$ cat config.mk
export PLATFORM = sky130hd
export DESIGN_NAME = same_user_seq
export DESIGN_NICKNAME = d
export VERILOG_FILES = /design/src/rtl/same_user_seq.sv
export SDC_FILE = /design/constraint.sdc
export NUM_CORES = 1
export LEC_CHECK = 0
export CAP_MARGIN = 25
export CORE_AREA = 2 2 62 64
export CTS_CLUSTER_DIAMETER = 100
export DETAILED_ROUTE_END_ITERATION = 10
export DIE_AREA = 0 0 64 66
export GPL_ROUTABILITY_DRIVEN = 0
export PLACE_DENSITY = 0.78
export RECOVER_POWER = 100
export SETUP_SLACK_MARGIN = 0.02
export SYNTH_ARGS = -nofsm -noshare
export SYNTH_HDL_FRONTEND = slang
export SYNTH_SLANG_ARGS = --single-unit
$ cat constraint.sdc
create_clock -name clk -period 7.51 [get_ports clk]
set_clock_uncertainty 0.1 [all_clocks]
set_input_delay 1.502 -clock clk [delete_from_list [all_inputs] [get_ports clk]]
set_output_delay 1.502 -clock clk [all_outputs]
set_load 0.01 [all_outputs]
$ cat src/rtl/same_user_seq.sv
// same_user_seq: sequential pairwise duplicate-user detector.
// One channel pair is compared per clock from a captured input snapshot.
module same_user_seq #(
    parameter  int USER_W = 3,
    parameter  int N_CH   = 4,
    localparam int P      = N_CH * (N_CH - 1) / 2,
    localparam int IDX_W  = $clog2(N_CH),
    localparam int CNT_W  = $clog2(P + 1)
) (
    input  logic                   clk,
    input  logic                   rst_n,
    input  logic                   start,
    output logic                   in_ready,
    input  logic [N_CH*USER_W-1:0] users,
    input  logic [N_CH-1:0]        ch_en,
    input  logic                   mode,
    output logic                   busy,
    output logic                   done,
    output logic                   dup_found,
    output logic [IDX_W-1:0]       dup_idx_a,
    output logic [IDX_W-1:0]       dup_idx_b,
    output logic [CNT_W-1:0]       dup_count
);

    typedef enum logic [1:0] {
        IDLE,
        CMP,
        DONE
    } state_t;

    localparam logic [IDX_W-1:0] LAST_I = IDX_W'(N_CH - 2);
    localparam logic [IDX_W-1:0] LAST_J = IDX_W'(N_CH - 1);

    state_t state;
    state_t state_nxt;

    logic [N_CH*USER_W-1:0] cap_users;
    logic [N_CH-1:0]        cap_en;
    logic                   cap_mode;
    logic [IDX_W-1:0]       i_q;
    logic [IDX_W-1:0]       j_q;

    logic [USER_W-1:0]      usr [N_CH];
    logic                   hit;
    logic                   row_end;
    logic                   last_pair;
    logic                   accept;

    for (genvar k = 0; k < N_CH; k++) begin : g_usr
        assign usr[k] = cap_users[k*USER_W +: USER_W];
    end

    assign hit = cap_en[i_q] & cap_en[j_q]
               & (usr[i_q] == usr[j_q]);

    assign row_end   = (j_q == LAST_J);
    assign last_pair = row_end && (i_q == LAST_I);
    assign accept    = (state == IDLE) && start;

    assign in_ready = (state == IDLE);
    assign busy     = (state == CMP);
    assign done     = (state == DONE);

    always_ff @(posedge clk or negedge rst_n) begin
        if (!rst_n) begin
            state <= IDLE;
        end else begin
            state <= state_nxt;
        end
    end

    always_comb begin
        state_nxt = state;
        unique case (state)
            IDLE: begin
                if (start) begin
                    state_nxt = CMP;
                end
            end
            CMP: begin
                // first-match mode leaves on the very edge that finds it
                if (last_pair || (!cap_mode && hit)) begin
                    state_nxt = DONE;
                end
            end
            DONE: begin
                state_nxt = IDLE;
            end
            default: begin
                state_nxt = IDLE;
            end
        endcase
    end

    always_ff @(posedge clk or negedge rst_n) begin
        if (!rst_n) begin
            cap_users <= '0;
            cap_en    <= '0;
            cap_mode  <= 1'b0;
            i_q       <= '0;
            j_q       <= '0;
            dup_found <= 1'b0;
            dup_idx_a <= '0;
            dup_idx_b <= '0;
            dup_count <= '0;
        end else if (accept) begin
            cap_users <= users;
            cap_en    <= ch_en;
            cap_mode  <= mode;
            i_q       <= '0;
            j_q       <= IDX_W'(1);
            dup_found <= 1'b0;
            dup_idx_a <= '0;
            dup_idx_b <= '0;
            dup_count <= '0;
        end else if (state == CMP) begin
            if (hit) begin
                dup_count <= dup_count + CNT_W'(1);
                if (!dup_found) begin
                    dup_found <= 1'b1;
                    dup_idx_a <= i_q;
                    dup_idx_b <= j_q;
                end
            end
            if (row_end) begin
                i_q <= i_q + IDX_W'(1);
                j_q <= i_q + IDX_W'(2);
            end else begin
                j_q <= j_q + IDX_W'(1);
            end
        end
    end

endmodule

======== Word-level counts from Yosys, hierarchy flattened ========
Cells that the tools add are included.
storage, ports and cells
  register bits after elaboration ......... 31
  output and inout port bits .............. 11
  logic and storage cells ................. 76
operators by class
  add/subtract/negate cells ............... 4
  $lt $le $gt $ge ......................... 4
  equality and inequality tests ........... 8
  mux-type cells .......................... 33
  bitwise logic cells ..................... 4
  reduce and logical (&&, ||, !) cells .... 13
operator list
  cell                                                      number
  2-to-1 mux 2 bit                                          16
  2-to-1 mux 3 bit                                          7
  binary-select mux 3 bit (select 2 bit)                    2
  == test 2 bit, second input constant                      3
  greater-or-equal comparator 3 bit, second input constant  2
  < comparator 2 x 3 -> 1 bit, second input constant        2
  inverter 2 -> 3 bit                                       2
  AND reduction 2 bit                                       3
  nonzero test 2 bit                                        3
  2-to-1 mux 1 bit                                          5
  adder 2 x 1 -> 2 bit, second input constant               2
  binary-select mux 1 bit (select 2 bit)                    2
  != test 2 x 1 -> 1 bit, second input constant             2
  one-hot mux 2 bit (2 select lines)                        1
  adder 3 x 1 -> 3 bit, second input constant               1
  == test 3 bit                                             1
  logical AND 1 bit                                         3
  AND reduction 3 bit                                       1
  adder 2 bit, second input constant                        1
  AND 1 bit                                                 2
  == test 2 x 1 -> 1 bit, second input constant             1
  logical NOT 2 bit                                         1
  != test 2 bit, second input constant                      1
  logical NOT 1 bit                                         1
  logical OR 1 bit                                          1

======== Depth between registers and ports, before layout ========
  depth in word-level cells ............... 10
  gate-level depth with buffers ........... 7
  depth with buffers taken out ............ 5

======== Worst setup path after synthesis ========
OpenSTA, ideal clock, no wires.
  path kind ............................... input -> register
  from .................................... input port start
  to ...................................... register dup_idx_b[1]
  setup time .............................. 0.079 ns
  data arrival time ....................... 2.364 ns
  data required time ...................... 7.331 ns
  slack ................................... 4.966 ns
  stages .................................. 5
  path buffers ............................ 2
  cell sequence ........................... nand2_1 -> clkbuf_1 -> clkbuf_1 -> nand2_1 -> mux2i_1
on the way
  longest elaborated chain between the ends .. 3
  elaborated cells between the ends (all ways) .. 6
  classes of those cells .................. eq/ne: 1; mux: 1; reduce/logical: 4
RTL lines
  what                                                                           line  RTL
  from (decl)                                                                    12    input logic start,
  logical AND 1 bit *                                                            58    assign accept = (state == IDLE) && start;
  != test 2 x 1 -> 1 bit (no line) / nonzero test 2 bit (equally long branches)  -
  AND reduction 3 bit (no line)                                                  -
  to (signal assigned)                                                           122   dup_idx_b <= j_q;
  to (decl)                                                                      21    output logic [IDX_W-1:0] dup_idx_b,
Every way passes the cells marked *; elsewhere a longest branch is shown, timed or not.
A chain may end at the register's enable or synchronous reset.

======== Worst setup path in the final report ========
  from .................................... register state[1]
  to ...................................... output port busy
on the way
  longest elaborated chain between the ends .. 1
RTL lines
  what                    line  RTL
  from (decl)             34    state_t state;
  from (signal assigned)  68    state <= state_nxt;
  == test 2 x 1 -> 1 bit  61    assign busy = (state == CMP);
  to (decl)               17    output logic busy,
No other way between the ends.

==> results_dict.tcl <==
set metrics [dict create \
    avgSynthCellArea_um2 13.1 \
    path_max_fanout 9 \
    crit_slowest_cell "dlygate4sd3_1" \
    die_height_um 66 \
    path_clk_slew_ns 0.09 \
    die_area_um2 4220 \
    grt_pass1_vias 1064 \
    coreArea_um2 3550 \
    fin_crit_sh_pct 46.7 \
    worstSetupEndpointType "primary output" \
    crit_chain "nor2b_1 -> dlygate4sd3_1" \
    dr.first_iter.drc_count 21 \
    crit_required_ns 5.91 \
    routed_via_density 5.19 \
    final_common_cell "dfrtp_1" \
    cts_resized 0 \
    ys_seq_area_share_pct 51.0 \
    holdCritPathClass "register to register" \
    synth_cell_types 26 \
    p_sw_share_pct 35.1 \
    status "finished with violations" \
    mostFrequentLayoutCells "dfrtp_1 (31), mux2_2 (17), clkdlybuf4s50_1 (17)" \
    htreeDepth 2 \
    start_util_pct 42.8 \
    grt_max_degree 32 \
    rsz0062_at_grt "false" \
    first_pass_iters 4 \
    design_area_um2 1900 \
    relSlewSlack_pct -7.65 \
    finalMaxSlewViolations 32 \
    critPathKind "register to primary output" \
    seq_power_share_pct 42.2 \
    synth_area_um2 1520 \
    io_buffer_count 30 \
    wl_per_cell_um 13.5 \
    cts.path.max_buffers 2 \
    via_count 1023 \
    n_antenna_cell 0 \
    cts_tree "yes" \
    worst_pin_slew_ns 1.61 \
    ir_worst_vdd_mv 0.175 \
    tns_ns 0 \
    place_area_um2 1860 \
    arrival_ns 1.91 \
    cts_sinks 31 \
    worstSetupStartpointType "register" \
    n_fill_cell 297 \
    max_freq_mhz 285 \
    cts_buffers 5 \
    hold_viol 0 \
    intPower_uw 476 \
    cts_setup_buffers 0 \
    leakage_nw 0.818 \
    synth_fp_nets 139 \
    syn2layout_area_growth_pct 25.0 \
    drc 0 \
    violations "capacitance limit, slew limit" \
    grt_use_total_pct 14.9 \
    die_width_um 64 \
    cts_hold_buffers 0 \
    post-route-min-period_ns 3.51 \
    max_stage_delay_ns 0.69 \
    netSwitchingPower_uw 258 \
    antenna_found_initial 0 \
    synth_seq_cells 31 \
    syn_inst 116 \
    root_buffer "clkbuf_4" \
    p_clk_share_pct 12.2 \
    overflow 0 \
    comb_power_share_pct 45.5 \
    ios 31 \
    final_nets 171 \
    setup_viol 0 \
    pwr_density_cell_nw_per_um2 386 \
    ant_nets 0 \
    cap_violations 1 \
    clkLatencyLatePin_ns 0.33 \
    yosys_warnings 0 \
    routed_wl_um 2670 \
    rows 22 \
    hpwl_um 1940 \
    grt_pass1_wl_um 4670 \
    final_layout_size_suffix_gt1_share_pct 20.8 \
]
[registers in the layout (all words and copies together), names as in the netlist, 2 cells and up]
register / flops
dup_idx_a: 2
dup_idx_b: 2
j_q: 2
dup_count: 3
state: 2
cap_users: 12
cap_en: 4
i_q: 2
[logic make-up (layout without fill, tap and decap cells)]
family	count (synthesis)	after routing	synth area share (%)
buffers and inverters	11	44	2.96
XOR/XNOR	4	4	2.30
multiplexers	30	30	27.7
adder cells (fa/ha/maj)	3	3	2.47
AND/OR/NAND/NOR	26	26	9.21
AO/OA/AOI/OAI	11	11	4.36
flip-flops	31	31	51.0
[cell type report]
class | count | area [um2] | area share, %
repair buffers | 32 | 308 | 16.2
flip-flops and latches | 31 | 776 | 40.8
inverters | 4 | 15.0 | 0.789
multi-input cells | 74 | 693 | 36.4
clock buffers | 7 | 45.0 | 2.37
clock inverters | 1 | 5.00 | 0.263
well taps | 48 | 60.1 | 3.16
[through the flow]
stage	utilization, %	setup WS [ns]	hold slack, ns	instances	power (mW)
floorplan	-	4.97	0.380	116	0.565
global placement	52.4	4.17	0.389	188	0.643
detailed placement	52.4	4.09	0.394	188	0.664
CTS	53.8	4.05	0.418	196	0.756
global route	53.6	3.88	0.450	197	0.794
finish	53.6	4.00	0.418	197	0.733
[power by group through the flow]
stage	Sequential (mW)	Combinational, mW	Clock, mW
global placement	0.309	0.334	0
floorplan	0.287	0.278	0
finish	0.310	0.334	0.0897
global route	0.324	0.367	0.103
detailed placement	0.317	0.346	0
CTS	0.314	0.348	0.0940
[layer usage]
layer / track usage (%) / wire [um] / vias to the layer above
li1: - / - / 486
met3: 3.58 / 151 / 7
met4: 8.15 / 56 / 0
met2: 26.8 / 1420 / 34
met5: 0 / 0 / -
met1: 16.1 / 1040 / 496
[worst max-delay path, delay by kind of cell, from the launching register on]
family	cells	cell delay, ns
DFF	1	0.39
and+or+nand+nor	1	0.50
buffers and inverters	1	0.69
[path summary, 6_finish.rpt]
path / from / end / slack (ns) / depth (start not counted)
min in group asynchronous: rst_n / dup_found / 2.01 / 2
max: state[1] / busy / 4.00 / 2
max reg2reg: j_q[0] / dup_idx_a[0] / 4.69 / 5
min reg2reg: cap_mode / cap_mode / 0.42 / 1
min: cap_mode / cap_mode / 0.42 / 1
max in group asynchronous: rst_n / i_q[1] / 4.37 / 2
[synthesized netlist by cell type]
library cell / count / area share, %
and2_1: 1 / 0.41
xnor2_1: 2 / 1.2
nor4_1: 1 / 0.41
nor2_4: 1 / 0.74
clkbuf_1: 4 / 0.99
or4b_1: 1 / 0.66
nand3_1: 4 / 1.3
o21a_1: 1 / 0.49
o21ai_0: 3 / 0.99
nand2b_1: 1 / 0.41
nor2b_1: 2 / 0.82
buf_2: 3 / 0.99
o221ai_1: 1 / 0.58
nor2_1: 2 / 0.49
nor3b_1: 2 / 0.99
nand3b_1: 1 / 0.49
xor2_1: 2 / 1.2
mux2_2: 17 / 13
inv_1: 4 / 0.99
dfrtp_1: 31 / 51
a311o_1: 1 / 0.66
ha_1: 3 / 2.5
mux4_2: 8 / 12
a21oi_1: 5 / 1.6
mux2i_1: 5 / 3.3
nand2_1: 10 / 2.5
No activity file was read; power rests on OpenSTA's default activity.
